## src/rtl/sync_fifo_mem.sv

```systemverilog
// Simple dual-port storage for sync_fifo: one write port, one synchronous
// read port. The array itself is never reset so it maps onto distributed RAM;
// only the read data register is reset.
module sync_fifo_mem #(
    parameter int WIDTH = 8,
    parameter int DEPTH = 16,
    parameter int AW    = 4
) (
    input  logic             clk,
    input  logic             rst_n,
    input  logic             wr_en,
    input  logic [AW-1:0]    wr_addr,
    input  logic [WIDTH-1:0] wr_data,
    input  logic             rd_en,
    input  logic [AW-1:0]    rd_addr,
    output logic [WIDTH-1:0] rd_data
);

    logic [WIDTH-1:0] mem [DEPTH];

    // Write port: storage is intentionally left without a reset.
    always_ff @(posedge clk) begin
        if (wr_en) begin
            mem[wr_addr] <= wr_data;
        end
    end

    // Read port: sampling before the write lands gives old data when a full
    // FIFO pushes and pops the same slot in one cycle.
    always_ff @(posedge clk or negedge rst_n) begin
        if (!rst_n) begin
            rd_data <= '0;
        end else if (rd_en) begin
            rd_data <= mem[rd_addr];
        end
    end

endmodule

```

## src/rtl/sync_fifo.sv

```systemverilog
// Single-clock FIFO with registered read data, occupancy count and sticky
// overflow/underflow flags. Pointers wrap naturally; count is kept separately
// so full and empty are unambiguous.
module sync_fifo #(
    parameter  int WIDTH = 8,
    parameter  int DEPTH = 16,
    localparam int AW    = $clog2(DEPTH)
) (
    input  logic             clk,
    input  logic             rst_n,
    input  logic             wr_en,
    input  logic [WIDTH-1:0] din,
    output logic             full,
    input  logic             rd_en,
    output logic [WIDTH-1:0] dout,
    output logic             rd_valid,
    output logic             empty,
    output logic [AW:0]      count,
    output logic             overflow,
    output logic             underflow
);

    localparam logic [AW-1:0] PTR_ONE  = 1;
    localparam logic [AW:0]   CNT_ONE  = 1;
    localparam logic [AW:0]   CNT_FULL = DEPTH[AW:0];

    logic [AW-1:0] wr_ptr;
    logic [AW-1:0] rd_ptr;
    logic [AW:0]   count_next;
    logic          push_ok;
    logic          pop_ok;

    // A push into a full FIFO is allowed only when a pop frees a slot the
    // same cycle; a pop from empty is never accepted (no bypass).
    assign push_ok = wr_en & (~full | rd_en);
    assign pop_ok  = rd_en & ~empty;

    // Next occupancy, used to register count and the full/empty decodes.
    always_comb begin
        count_next = count;
        if (push_ok && !pop_ok) begin
            count_next = count + CNT_ONE;
        end else if (pop_ok && !push_ok) begin
            count_next = count - CNT_ONE;
        end
    end

    // Pointers, count, status flags and read-valid strobe.
    always_ff @(posedge clk or negedge rst_n) begin
        if (!rst_n) begin
            wr_ptr    <= '0;
            rd_ptr    <= '0;
            count     <= '0;
            empty     <= 1'b1;
            full      <= 1'b0;
            rd_valid  <= 1'b0;
            overflow  <= 1'b0;
            underflow <= 1'b0;
        end else begin
            if (push_ok) begin
                wr_ptr <= wr_ptr + PTR_ONE;
            end
            if (pop_ok) begin
                rd_ptr <= rd_ptr + PTR_ONE;
            end
            count    <= count_next;
            empty    <= (count_next == '0);
            full     <= (count_next == CNT_FULL);
            rd_valid <= pop_ok;
            if (wr_en && full && !rd_en) begin
                overflow <= 1'b1;
            end
            if (rd_en && empty) begin
                underflow <= 1'b1;
            end
        end
    end

    sync_fifo_mem #(
        .WIDTH (WIDTH),
        .DEPTH (DEPTH),
        .AW    (AW)
    ) u_mem (
        .clk     (clk),
        .rst_n   (rst_n),
        .wr_en   (push_ok),
        .wr_addr (wr_ptr),
        .wr_data (din),
        .rd_en   (pop_ok),
        .rd_addr (rd_ptr),
        .rd_data (dout)
    );

endmodule
```

## config.mk

```make
export PLATFORM = sky130hd
export DESIGN_NAME = sync_fifo
export DESIGN_NICKNAME = d
export VERILOG_FILES = /design/src/rtl/sync_fifo_mem.sv /design/src/rtl/sync_fifo.sv
export SDC_FILE = /design/constraint.sdc
export NUM_CORES = 1
export LEC_CHECK = 0
export ABC_AREA = 1
export BUFFER_PORTS_ARGS = -buffer_cell sky130_fd_sc_hd__buf_2
export CORE_MARGIN = 2
export CORE_UTILIZATION = 65
export DETAILED_ROUTE_END_ITERATION = 7
export GPL_ROUTABILITY_DRIVEN = 0
export PLACE_DENSITY = 0.84
export SLEW_MARGIN = 20
export SYNTH_ARGS = -nofsm -noshare
export SYNTH_HDL_FRONTEND = slang
export SYNTH_SLANG_ARGS = --single-unit
```

## constraint.sdc

```tcl
create_clock -name clk -period 3.3 [get_ports clk]
set_input_delay 0.165 -clock clk [delete_from_list [all_inputs] [get_ports clk]]
set_output_delay 0.165 -clock clk [all_outputs]
set_load 0.01 [all_outputs]
```

# Word level (Yosys, flattened, before mapping)
# Memory sizes are Yosys's and may differ from the RTL's. A register that Yosys moved wholly into a read port is not among the register bits.
# Index checks and enable logic that the tools add are counted.
[classes]
addsub = 4
n_eq_ne = 1
mux = 4
bitwise = 5
reduce_logical = 10
[ops]
columns = ["cell", "n"]
rows = [
  ["$mux 5", 2],
  ["$add 4x1->4 const B", 2],
  ["$add 5x1->5 const B", 1],
  ["$eq 5x5->1 const B", 1],
  ["$logic_and 1x1->1", 5],
  ["$logic_not 5->1", 1],
  ["$sub 5x1->5 const B", 1],
  ["$logic_not 1->1", 4],
  ["$and 1x1->1", 2],
  ["$mux 1", 2],
  ["$not 1->1", 2],
  ["$or 1x1->1", 1],
]
[totals]
register_bits = 18
ram_bits = 128
input_bits = 12
output_inout_bits = 18
word_cells = 33
mem_count = 1
[mem_list]
columns = ["name", "words", "word_bits", "read_ports", "rd_ports_with_merged_regs", "write_ports", "line", "rtl"]
rows = [
  ["u_mem.mem", 16, 8, 1, 1, 1, "sync_fifo_mem.sv:19", "logic [WIDTH-1:0] mem [DEPTH];"],
]

# Depth between registers and ports, before layout
[logic_depth]
word_depth = 8
mapped_depth = 12
mapped_depth_nobuf = 12

# Cells and area by module
# From an unflattened synthesis, not the netlist that was laid out.
[unflattened]
cells_unflattened = 589
area_unflattened_um2 = 6553.8
[by_module_without_submodules]
columns = ["mod", "instances", "cells_each", "area_each_um2", "seq_area_each_um2"]
rows = [
  ["sync_fifo_mem", 1, 483, 5635.4, 4043.9],
  ["sync_fifo", 1, 106, 918.4, 451.7],
]

# Least setup slack after synthesis
# OpenSTA, ideal clock, no wires.
[synth_timing]
path_type = "reg-to-reg"
from = "reg full"
to = "mem u_mem.mem[11][0] (enable)"
setup_time_ps = 370
arrival_time_ps = 1289
required_time_ps = 2930
setup_slack_ps = 1641
stages_incl_launch_ff = 6
n_path_buf = 0
period_less_slack_ps = 1659
cell_sequence = "dfrtp_1 > nand2_1 > nand2_1 > inv_1 > nand2_1 > nor2_1"
[synth_between]
elab_chain_len = 5
[synth_rtl]
columns = ["element", "line", "rtl"]
rows = [
  ["start: declaration", "sync_fifo.sv:13", "output logic full,"],
  ["start signal: assignment", "sync_fifo.sv:68", "full <= (count_next == CNT_FULL);"],
  ["$not 1->1", "sync_fifo.sv:35", "assign push_ok = wr_en & (~full | rd_en);"],
  ["$or 1x1->1", "sync_fifo.sv:35", ""],
  ["$and 1x1->1", "sync_fifo.sv:35", ""],
  ["$mux 1", "sync_fifo_mem.sv:23", "if (wr_en) begin"],
  ["$mux 1 (implied by the code)", "sync_fifo_mem.sv:24", "mem[wr_addr] <= wr_data;"],
  ["end: declaration", "sync_fifo_mem.sv:19", ""],
]
# No other way between the ends.

==> impl_metrics.csv <==
group,metric,value,unit
logic_synthesis,synth-simple-area-share,0.1856,
grt,grt_first_pass_wirelength,21500,um
timing,fmax,482.1,MHz
logic_synthesis,yosysWarnings,0,
logic_synthesis,syn-cell-area,6410,sq um
timing,timing.max_slew.rel_slack,0.2853,
logic_synthesis,synth.avg_cell_area,11.72,sq um
setup_path,timing.critical_path.fanout_max,66,
timing,rsz0062_at_grt,"false",
setup_path,critical_path.cell_chain,"inv_2, nand2_1, nand3_1, nand3_1, o211ai_1, nand3_1, nand2_1",
finish,finish.instance_area,7223,sq um
timing,fin_ws,1.226,ns
route,drc_errors,0,
grt,first_global_vias,4030,
placed_design,dp_slack,1.302,ns
setup_path,worst-path-buf-inv,1,
timing,finalCriticalPeriod,2.074,ns
setup_path,cp_data_arrival_time,2.54,ns
power_and_ir_drop,power.ir.vdd_worst,0.0004906,V
power_and_ir_drop,power_per_cell_area,922.2,nW/um^2
cts,clk-insertion-delay-late,0.53,ns
setup_path,timing.critical_path.max_delay_family,"buffers and inverters",
route,wl,14180,um
power_and_ir_drop,leak_pwr,2.819,nW
logic_synthesis,synth_fa_ha_area_frac,0.01366,
finish,finish.net_count,595,
run,max_capacitance_violation_total,0,
logic_synthesis,synth_common_cells,"sky130_fd_sc_hd__nand2_1 (180), sky130_fd_sc_hd__edfxtp_1 (128), sky130_fd_sc_hd__nand3_1 (65)",
timing,final_clock_skew,0.006712,ns
setup_path,timing.critical_path.slowest_stage_cell,"sky130_fd_sc_hd__inv_2",
cts,clk_transition_reported_paths,0.06,ns
timing,hold_slack,0.06528,ns
route,detail_route.iter0.violations,501,
timing,timing.final.setup_violations,0,
cts,number_of_cts_inserted_buffers,17,
logic_synthesis,ys_seq_area_frac,0.7013,
logic_synthesis,post_synth_inst_count,547,
power_and_ir_drop,p_total,6.661,mW
placed_design,place_area,6581,sq um
timing,fin_setup_tns,0,ns
setup_path,critical_path.max_stage_delay,0.77,ns
finish,fillCellCount,601,
logic_synthesis,async_flop_share,0.1688,
cts,clock_sink_count,154,
placed_design,place_hpwl,8577,um
timing,report.final.hold_viol_count,0,
cts,cts_tree,"done",
outcome,outcome,"completed",
setup_path,worstSetupEndpointType,"flip-flop",
cts,cts_resized,0,
logic_synthesis,largest_family_of_logic_cells_by_synthesized_area,"simple AND/OR/NAND/NOR gates",
setup_path,start_kind,"flip-flop",
setup_path,critical_path_rt,3.77,ns
timing,timing.final.crit_share,0.6286,
finish,drive_above_1_share,0.1256,
logic_synthesis,yosys_most_used_dff,"sky130_fd_sc_hd__edfxtp_1",
floorplanning,row_count,36,
cts,cts_root_buf,"sky130_fd_sc_hd__clkbuf_8",
cts,htree_num_levels,4,
logic_synthesis,yosys.cell_count.top_type,"sky130_fd_sc_hd__nand2_1",
grt,grt_overflow,0,
hold_path,hp-class,"primary input to flip-flop",
logic_synthesis,synth-compound-area-share,0.05622,
placed_design,count_of_buffers_inserted_at_the_top_level_ports,29,
logic_synthesis,post_synth_num_cell_types,27,
grt,grt_max_degree,67,
route,vias_per_cell,5.982,
finish,num_antenna_cells,0,
timing,worstMarginPinSlew,1.070,ns
floorplanning,floorplan.die_area,10670,sq um
logic_synthesis,synth_largest_type_area_fraction,0.5996,
floorplanning,core-area,9684,sq um
logic_synthesis,ys_top_cells_by_area,"sky130_fd_sc_hd__edfxtp_1 (60%), sky130_fd_sc_hd__nand2_1 (11%), sky130_fd_sc_hd__dfrtp_1 (9.8%)",
route,drt_pre_antenna_iters,7,
grt,grt_usage,0.2839,
route,route.antenna.remaining_nets,0,
logic_synthesis,synth-seq-cells,154,
logic_synthesis,synthMuxAreaShare,0,
route,route.detailed.wl_per_inst,19.64,um
logic_synthesis,yosysTopAreaCell,"sky130_fd_sc_hd__edfxtp_1",
setup_path,timing_worst_setup_path_type,"flip-flop to flip-flop",
cts,cts.repair_timing.setup_buffer_count,0,
finish,area.growth.synth_to_final,12.69,%
logic_synthesis,synth_xor_area_frac,0.008198,
logic_synthesis,synth_edf_count,128,
timing,final_max_slew_viol_count,0,
setup_path,critical_path.most_common_cell,"sky130_fd_sc_hd__nand3_1",
grt,initial_antenna_violation_count,0,
floorplanning,dieWidth,103.3,um
logic_synthesis,number_of_nets_produced_by_synthesis,566,
cts,clk_path_buf_depth,2,
floorplanning,start_util,0.6619,
route,via_count,4319,
floorplanning,chipHeight,103.3,um
floorplanning,ioPinCount,30,
==> per-stage QoR <==
stage,util,cells
6_report,0.7459,722
5_1_grt,0.7459,722
4_1_cts,0.7459,722
3_5_place_dp,0.6796,687
3_3_place_gp,0.6796,687
2_1_floorplan,-,547
==> path summary, 6_finish.rpt <==
kind | start | end | slack [ns] | cells past startpoint
worst max-delay path | rd_ptr[0] | u_mem.rd_data[6] | 1.23 | 7
worst max register to register | rd_ptr[0] | u_mem.rd_data[6] | 1.23 | 7
max in group asynchronous | rst_n | rd_ptr[0] | 2.64 | 2
min in group asynchronous | rst_n | u_mem.rd_data[6] | 0.21 | 2
worst min register to register | u_mem.rd_data[7] | u_mem.rd_data[7] | 0.49 | 2
worst min-delay path | din[4] | u_mem.mem[2][4] | 0.07 | 1
==> power by group <==
group,internal [mW],switching (mW)
Combinational,0.601,1.42
Sequential,2.43,0.221
Clock,1.28,0.711
Total,4.31,2.35
==> kinds of logic (layout without fill, tap and decap cells) <==
kind of cell             Yosys count  in the layout
adder cells (fa/ha/maj)            7              7
XOR/XNOR                           6              6
AO/OA/AOI/OAI                     55             55
flip-flops                       154            154
AND/OR/NAND/NOR                  282            282
buffers and inverters             43             85
==> per-layer routing <==
metal  part of all wire  GRT usage  vias to the layer above  wire length, um
met4              0.041     0.1599                        0              588
met5                  0          0                        -                0
li1                   -          -                     1959                -
met3              0.076    0.07527                       45             1075
met1               0.40     0.3749                     2074             5700
met2               0.48     0.4331                      241             6817
==> cell usage in the layout (no fill, tap or decap), types with 2 or more instances in the layout <==
cell                            count
sky130_fd_sc_hd__clkbuf_16         16
sky130_fd_sc_hd__clkinv_2           5
sky130_fd_sc_hd__nand4_1            3
sky130_fd_sc_hd__xor2_1             6
sky130_fd_sc_hd__dlygate4sd3_1      3
sky130_fd_sc_hd__nor2_4             2
sky130_fd_sc_hd__nand2_1          180
sky130_fd_sc_hd__o21bai_1           2
sky130_fd_sc_hd__o21ai_0            2
sky130_fd_sc_hd__o211ai_1          16
sky130_fd_sc_hd__clkbuf_8           4
sky130_fd_sc_hd__inv_1             13
sky130_fd_sc_hd__nand3_1           65
sky130_fd_sc_hd__nand2_2            3
sky130_fd_sc_hd__bufinv_16          4
sky130_fd_sc_hd__a21boi_0          16
sky130_fd_sc_hd__a21oi_1           18
sky130_fd_sc_hd__buf_2             29
sky130_fd_sc_hd__dfrtp_1           24
sky130_fd_sc_hd__nor2_1            25
sky130_fd_sc_hd__clkbuf_1           3
sky130_fd_sc_hd__edfxtp_1         128
sky130_fd_sc_hd__inv_2              7
sky130_fd_sc_hd__ha_1               7
==> registers in the layout, indices dropped and copies added (netlist names) <==
register	cells
underflow	1
overflow	1
rd_valid	1
empty	1
wr_ptr	4
full	1
u_mem.mem	128
count	5
u_mem.rd_data	8
rd_ptr	4
==> area by class of cell <==
class,instances,area (sq um),share of cell area
clock buffer,23,466.7,0.06461
clock inverter,9,145.1,0.02009
inverter,20,75.07,0.01039
multi-input combinational,350,1690,0.2340
sequential,154,4497,0.6226
tap,133,166.4,0.02304
timing repair buffer,33,182.7,0.02529
==> worst register-to-register path: stages, from the launching register on <==
cell and delay (ns):
sky130_fd_sc_hd__dfrtp_2 0.40, sky130_fd_sc_hd__inv_2 0.77, sky130_fd_sc_hd__nand2_1 0.20, sky130_fd_sc_hd__nand3_1 0.14, sky130_fd_sc_hd__nand3_1 0.17, sky130_fd_sc_hd__o211ai_1 0.15
sky130_fd_sc_hd__nand3_1 0.12, sky130_fd_sc_hd__nand2_1 0.08
==> what timing repair did <==
action	in CTS	in global routing
hold endpoints to repair	28	0
hold buffers	3	0
endpoints found under the setup margin	0	0
Power figures use the tool's default switching activity.
